--- config.mk ---
export PLATFORM = sky130hd
export DESIGN_NAME = accel_pair_sequencer
export DESIGN_NICKNAME = d
export VERILOG_FILES = /design/src/rtl/nbody_pkg.sv /design/src/rtl/tag_delay_line.sv /design/src/rtl/accel_pair_sequencer.sv
export SDC_FILE = /design/constraint.sdc
export NUM_CORES = 2
export LEC_CHECK = 0
export BUFFER_PORTS_ARGS = -buffer_cell sky130_fd_sc_hd__buf_2
export CORE_MARGIN = 1
export CORE_UTILIZATION = 55
export CTS_CLUSTER_DIAMETER = 150
export DETAILED_ROUTE_END_ITERATION = 10
export PLACE_DENSITY = 0.72
export SYNTH_ARGS = -nofsm -noshare
export SYNTH_HDL_FRONTEND = slang
export SYNTH_SLANG_ARGS = --single-unit
--- constraint.sdc ---
create_clock -name clk -period 100 [get_ports clk]
set_input_delay 15 -clock clk [delete_from_list [all_inputs] [get_ports clk]]
set_output_delay 15 -clock clk [all_outputs]
set_load 0.05 [all_outputs]
--- src/rtl/nbody_pkg.sv ---
// ============================================================================
// nbody_pkg : shared types for the n-body acceleration sequencer
// Rev 1.0
// ============================================================================
`default_nettype none

package nbody_pkg;

  localparam int BODIES          = 512;
  localparam int BODY_ADDR_WIDTH = $clog2(BODIES);

  typedef logic [BODY_ADDR_WIDTH-1:0] body_idx_t;

  typedef enum logic [1:0] {
    IDLE  = 2'd0,
    ISSUE = 2'd1,
    DRAIN = 2'd2
  } seq_state_t;

  typedef struct packed {
    logic      valid;
    logic      first;
    logic      last;
    body_idx_t i;
  } pair_tag_t;

  // Last partner index of body i: row N-1 ends at N-2 because j==i is skipped.
  function automatic body_idx_t last_j_of(input body_idx_t i, input body_idx_t n_m1);
    return (i == n_m1) ? n_m1 - body_idx_t'(1) : n_m1;
  endfunction

endpackage

`default_nettype wire

--- src/rtl/tag_delay_line.sv ---
// ============================================================================
// tag_delay_line : fixed-depth shift register carrying pair tags alongside the datapath
// Rev 1.0
// ============================================================================
`default_nettype none

module tag_delay_line
  import nbody_pkg::*;
#(
  parameter int DEPTH = 2
) (
  input  logic      clk,
  input  logic      rst,
  input  logic      flush,
  input  pair_tag_t din,
  output pair_tag_t dout,
  output logic      empty
);

  pair_tag_t [DEPTH-1:0] r_stage;

  always_ff @(posedge clk or posedge rst) begin
    if (rst) begin
      r_stage <= '0;
    end else if (flush) begin
      r_stage <= '0;
    end else begin
      r_stage <= {r_stage[DEPTH-2:0], din};
    end
  end

  assign dout = r_stage[DEPTH-1];

  // The output stage is excluded: its tag leaves on this edge, so "empty" means
  // nothing remains in flight once the current output has been presented.
  always_comb begin
    empty = 1'b1;
    for (int k = 0; k < DEPTH - 1; k++) begin
      if (r_stage[k].valid) empty = 1'b0;
    end
  end

endmodule

`default_nettype wire

--- src/rtl/accel_pair_sequencer.sv ---
// ============================================================================
// accel_pair_sequencer : walks ordered body pairs, drives RAM reads, emits aligned tags
// Rev 1.0
// ============================================================================
`default_nettype none

module accel_pair_sequencer
  import nbody_pkg::*;
#(
  parameter int RAM_LATENCY  = 1,
  parameter int ACCL_LATENCY = 100
) (
  input  logic                       clk,
  input  logic                       rst,
  input  logic                       start,
  input  logic                       abort,
  input  logic [BODY_ADDR_WIDTH-1:0] num_bodies,
  output logic                       busy,
  output logic                       done,
  output logic [BODY_ADDR_WIDTH-1:0] rd_i,
  output logic [BODY_ADDR_WIDTH-1:0] rd_j,
  output logic                       issue,
  output logic                       out_valid,
  output logic                       out_first,
  output logic                       out_last,
  output logic [BODY_ADDR_WIDTH-1:0] out_i
);

  localparam int        PIPE_LATENCY = RAM_LATENCY + ACCL_LATENCY;
  localparam body_idx_t c_ONE        = body_idx_t'(1);
  localparam body_idx_t c_TWO        = body_idx_t'(2);

  seq_state_t r_state;
  body_idx_t  r_n_m1;
  body_idx_t  r_i;
  body_idx_t  r_j;
  logic       r_issue;
  logic       r_first;
  logic       r_last;
  logic       r_busy;
  logic       r_done;

  body_idx_t  w_j_inc;
  body_idx_t  w_i_nx;
  body_idx_t  w_j_nx;
  logic       w_end_of_row;
  logic       w_final;
  logic       w_last_nx;
  pair_tag_t  w_tag_in;
  pair_tag_t  w_tag_out;
  logic       w_dl_empty;

  // Next-pair generation; the diagonal is skipped in the same cycle.
  always_comb begin
    w_end_of_row = (r_j == last_j_of(r_i, r_n_m1));
    w_final      = w_end_of_row && (r_i == r_n_m1);
    w_j_inc      = r_j + c_ONE;
    w_i_nx       = w_end_of_row ? r_i + c_ONE : r_i;
    if (w_end_of_row) begin
      w_j_nx = '0;
    end else if (w_j_inc == r_i) begin
      w_j_nx = r_j + c_TWO;
    end else begin
      w_j_nx = w_j_inc;
    end
    w_last_nx = (w_j_nx == last_j_of(w_i_nx, r_n_m1));
  end

  always_ff @(posedge clk or posedge rst) begin
    if (rst) begin
      r_state <= IDLE;
      r_n_m1  <= '0;
      r_i     <= '0;
      r_j     <= '0;
      r_issue <= 1'b0;
      r_first <= 1'b0;
      r_last  <= 1'b0;
      r_busy  <= 1'b0;
      r_done  <= 1'b0;
    end else begin
      r_done <= 1'b0;
      if (abort) begin
        r_state <= IDLE;
        r_issue <= 1'b0;
        r_busy  <= 1'b0;
      end else begin
        case (r_state)
          IDLE: begin
            if (start) begin
              if (num_bodies > c_ONE) begin
                r_n_m1  <= num_bodies - c_ONE;
                r_i     <= '0;
                r_j     <= c_ONE;
                r_first <= 1'b1;
                r_last  <= (num_bodies == c_TWO);
                r_issue <= 1'b1;
                r_busy  <= 1'b1;
                r_state <= ISSUE;
              end else begin
                r_done <= 1'b1;
              end
            end
          end
          ISSUE: begin
            if (w_final) begin
              r_issue <= 1'b0;
              r_state <= DRAIN;
            end else begin
              r_i     <= w_i_nx;
              r_j     <= w_j_nx;
              r_first <= w_end_of_row;
              r_last  <= w_last_nx;
            end
          end
          DRAIN: begin
            if (w_dl_empty) begin
              r_done  <= 1'b1;
              r_busy  <= 1'b0;
              r_state <= IDLE;
            end
          end
          default: r_state <= IDLE;
        endcase
      end
    end
  end

  assign w_tag_in = r_issue ? pair_tag_t'{valid: 1'b1, first: r_first, last: r_last, i: r_i}
                            : '0;

  tag_delay_line #(
    .DEPTH (PIPE_LATENCY)
  ) u_tag_delay (
    .clk   (clk),
    .rst   (rst),
    .flush (abort),
    .din   (w_tag_in),
    .dout  (w_tag_out),
    .empty (w_dl_empty)
  );

  assign busy      = r_busy;
  assign done      = r_done;
  assign rd_i      = r_i;
  assign rd_j      = r_j;
  assign issue     = r_issue;
  assign out_valid = w_tag_out.valid;
  assign out_first = w_tag_out.first;
  assign out_last  = w_tag_out.last;
  assign out_i     = w_tag_out.i;

endmodule

`default_nettype wire

==> results.md <==
- The flow ran to the end, and the final reports show no timing, DRC or antenna violations.
- The total number of clock tree sinks is roughly 1,200.
- The capturing element type of the critical path is a flop.
- The number of unique standard cell types used by synthesis is ~60.
- For this block, the routed nets add up to 62,300 um of wire.
- The actual transition at the worst max-transition pin is between 1 and 1.5 ns.
- The number of I/O port buffers is 45.
- The number of nets in the synthesized netlist is 3,073.
- The routability congestion estimate is 0.851.
- In this run the count of I/O pins placed on the die edge is 46.
- The largest fanout on the critical path is ~150.
- The detail-routed net length per standard cell is between 15 and 20 um.
- The residual antenna-violating net count after detailed routing is 0.
- The fraction of final layout cells with drive strength greater than 1 is just over 8%.
- The fmax is 0.0553 GHz.
- The number of setup buffers added after CTS is 0.
- The row count is 101.
- Before antenna repair, the detailed router went through 5 iterations.
- Synthesis produced a netlist whose cell count is roughly 3,000.
- The final sum of negative setup slack is 0 ns.
- After synthesis the netlist holds a flip-flop and latch count of approximately 1,200.
- Data on the critical path is required at its endpoint by around 100 ns.
- The average footprint of a synthesized cell is ~14 sq um.
- The worst clock skew is approximately 0.036 ns.
- The critical path launch point is abort.
- Across the run, the number of max-cap violations was 0.
- For this run, the leading register cell type out of synthesis is sky130_fd_sc_hd__dfrtp_1.
- After routing the design area is ~47,000 sq um.
- The die covers 77,700 sq um.
- TritonCTS built the clock tree.
- The number of cells traversed by the worst register-to-register path is 13.
- The portion of the post-synthesis area used by sequential elements is roughly 74%.
- The number of DRC markers in iteration 0 is 1,481.
- The final period demand of the worst path is between 15 and 20 ns.
- IR analysis of the VDD net gives a maximum drop of about 0.015 mV.
- The total overflow left after global routing is 0.
- The maximum buffer depth of the clock tree is 3.
- The number of gates resized after CTS was 0.
- The worst hold path stage count is 1.
- The number of clock buffers inserted by TritonCTS is approximately 110.
- For this block, the via count after detailed routing is about 20,000.
- The setup check on the worst reg-to-reg path leaves a slack of between 90 and 100 ns.
- The placed wire-length estimate is 31,700 um.
- During synthesis, Yosys emitted a total of 0 warnings.
- For this run, design rule violations remaining after detail routing come to 0.
- The type of the worst setup path is input pin to flop.
- The die width is 279 um.
- The later-pin clock latency in the skew report is roughly 0.68 ns.
- The area of the core is 75,800 sq um.
- Setup repair after global routing left no endpoint under its margin.
- The H-tree was split into 3 levels.
- The share of the cycle needed by the critical path after routing is a little under a fifth.
- The growth of design area from synthesis to finish is 11.2%.
- The wire length of the first global-routing pass is approximately 110,000 um.
- For hold timing, the worst endpoint is u_tag_delay.r_stage[946]$_DFF_PP0_.
- Setup violations remaining at the end of the flow were counted as 0.
- The endpoint identified for the worst register-to-register timing path is r_last$_DFFE_PP0P_.
- The via count of the first global-routing pass is about 21,000.
- After synthesis the cells add up to ~42,000 sq um.
- For this run, asynchronously set or reset flops after synthesis account for between 90% and 100%.
- The number of antenna cells inserted is 0.
- The critical path data arrival time is approximately 19 ns.
- The worst hold path belongs to the class flop to flop.
- In this run the critical register-to-register path is launched from rd_j[0]$_DFFE_PP0P_.
- The floorplan die height is about 280 um.
- Headroom to the max-slew limit came out at roughly 20%.
- The worst hold path begins at u_tag_delay.r_stage[934]$_DFF_PP0_.
- The pin count of the biggest net entering global routing is between 200 and 300.
- The standby leakage power is roughly 23 nW.
- Clock tree synthesis selected as its root buffer the cell sky130_fd_sc_hd__clkbuf_16.
- After detailed placement, the total cell area comes to between 40,000 and 50,000 sq um.
- The number of flops mapped to enable cells by yosys is 0.
- STA classifies the critical path startpoint as an input pin.
- The hold violation count in the final report came to 0.
- The initial standard-cell utilization of the core is 55.5%.
- For this design the ratio of total power to cell area is 21.0 nW/um^2.
- The detailed-route vias per instance is slightly below 5.
- The number of pins with negative max-slew slack in the final report is 0.
- The aggregate global-route resource usage is ~17%.
- Clock-pin slew was measured on the worst setup and hold paths at approximately 0.06 ns.
- The number of antenna violations at the first check in global routing came to 0.
- In this run, post-CTS hold repair placed 0 buffers.
- In the final design database the tool counted roughly 3,000 nets.
## layout make-up
class | count | area [sq um]
Multi-Input combinational cell | 1608 | 10100
Fill cell | 5441 | 29000
Inverter | 17 | 71.3
Clock inverter | 44 | 537
Sequential cell | 1246 | 31200
Timing Repair Buffer | 65 | 435
Clock buffer | 163 | 3280
Tap cell | 978 | 1220
## cell usage in the layout (no fill, tap or decap), drive strengths merged, types with 3 or more instances in the layout
master	netlist	final
clkinvlp	0	4
nand2b	9	9
nor4	37	37
xnor2	35	35
xor2	19	19
or4	5	5
mux2i	6	6
nand3	15	15
clkinv	0	30
nand4b	3	3
nand2	33	33
bufinv	0	7
inv	17	20
and2	16	16
o22ai	3	3
o21a	4	4
or3	10	10
ha	7	7
dfrtp	1246	1246
a31oi	5	5
o21bai	3	3
nor2b	1208	1208
o21ai	39	39
buf	23	65
nor2	35	35
nor3	18	18
a211oi	3	3
clkbuf	159	163
o31ai	14	14
nand4	13	13
a21oi	29	29
and3	8	8
## critical path, stage by stage
cell and delay [ns]:
sky130_fd_sc_hd__buf_8 0.51, sky130_fd_sc_hd__buf_4 0.82, sky130_fd_sc_hd__buf_4 0.98, sky130_fd_sc_hd__buf_4 0.88, sky130_fd_sc_hd__nor2b_1 0.14
## state kept, by name (all words and copies together) (netlist names), 2 cells and up
name                 cells
r_n_m1                   9
r_state                  2
rd_i                     9
rd_j                     9
u_tag_delay.dout        12
u_tag_delay.r_stage   1200
## report_power, final
| group | internal [W] | switching (W) |
|---|---|---|
| Combinational | 0.0000113 | 0.0000314 |
| Clock | 0.000247 | 0.000183 |
| Sequential | 0.000505 | 0.00000501 |
| Total | 0.000764 | 0.000219 |
## synthesized netlist by cell type (all sizes together) (3+ instances only)
cell	instances	area share (%)
mux2i	6	0.14
nand4b	3	0.062
nor2	35	0.31
o31ai	14	0.25
inv	17	0.15
clkbuf	159	1.4
nand4	13	0.19
xnor2	35	0.73
ha	7	0.21
a31oi	5	0.074
o21ai	39	0.46
nand2	33	0.29
dfrtp	1246	74
a211oi	3	0.077
or3	10	0.16
nand3	15	0.18
o22ai	3	0.045
buf	23	0.39
xor2	19	0.40
nor2b	1208	18
or4	5	0.098
nor3	18	0.23
a21oi	29	0.34
nand2b	9	0.13
o21bai	3	0.053
nor4	37	0.55
and2	16	0.24
o21a	4	0.071
and3	8	0.12
## cells by family (layout without fill, tap and decap cells)
| group | after synthesis | in the layout | share of synthesized area (%) |
|---|---|---|---|
| fa+ha+maj | 7 | 7 | 0.208 |
| buf+inv | 199 | 289 | 1.96 |
| mux | 8 | 8 | 0.196 |
| compound gates | 120 | 120 | 1.79 |
| xor+xnor | 54 | 54 | 1.12 |
| flops | 1246 | 1246 | 74.0 |
| simple gates | 1419 | 1419 | 20.7 |
## metal layers
metal	vias up	routed length, um	part of all wire (%)	track usage [%]
met3	133	2270	3.6	3.30
met1	10400	30000	48	25.4
met2	289	28400	46	25.3
met4	0	1640	2.6	5.72
met5	-	0	0	0
li1	9470	-	-	-
## how the worst max path moves through the flow
stage	endpoint	cells after the start
after floorplan	busy$_DFFE_PP0P_	1
after global placement	u_tag_delay.r_stage[771]$_DFF_PP0_	5
after detailed placement	u_tag_delay.r_stage[813]$_DFF_PP0_	5
after CTS	u_tag_delay.r_stage[700]$_DFF_PP0_	5
after global routing	u_tag_delay.r_stage[1140]$_DFF_PP0_	5
final	u_tag_delay.r_stage[700]$_DFF_PP0_	5
## metrics by stage
step           utilization [%]  setup slack [ns]  hold WS [ns]  total power (W)  instances
6_report                  61.8             81.93         0.426         0.000984       4121
5_1_grt                   61.8             81.48         0.442          0.00102       4121
2_1_floorplan                -             49.89         0.439         0.000554       3053
3_3_place_gp              56.7             81.41         0.441         0.000562       3914
3_5_place_dp              56.7             81.26         0.446         0.000563       3914
4_1_cts                   61.8             81.93         0.424         0.000996       4121
Note: power is estimated with default switching activity, not from simulation.
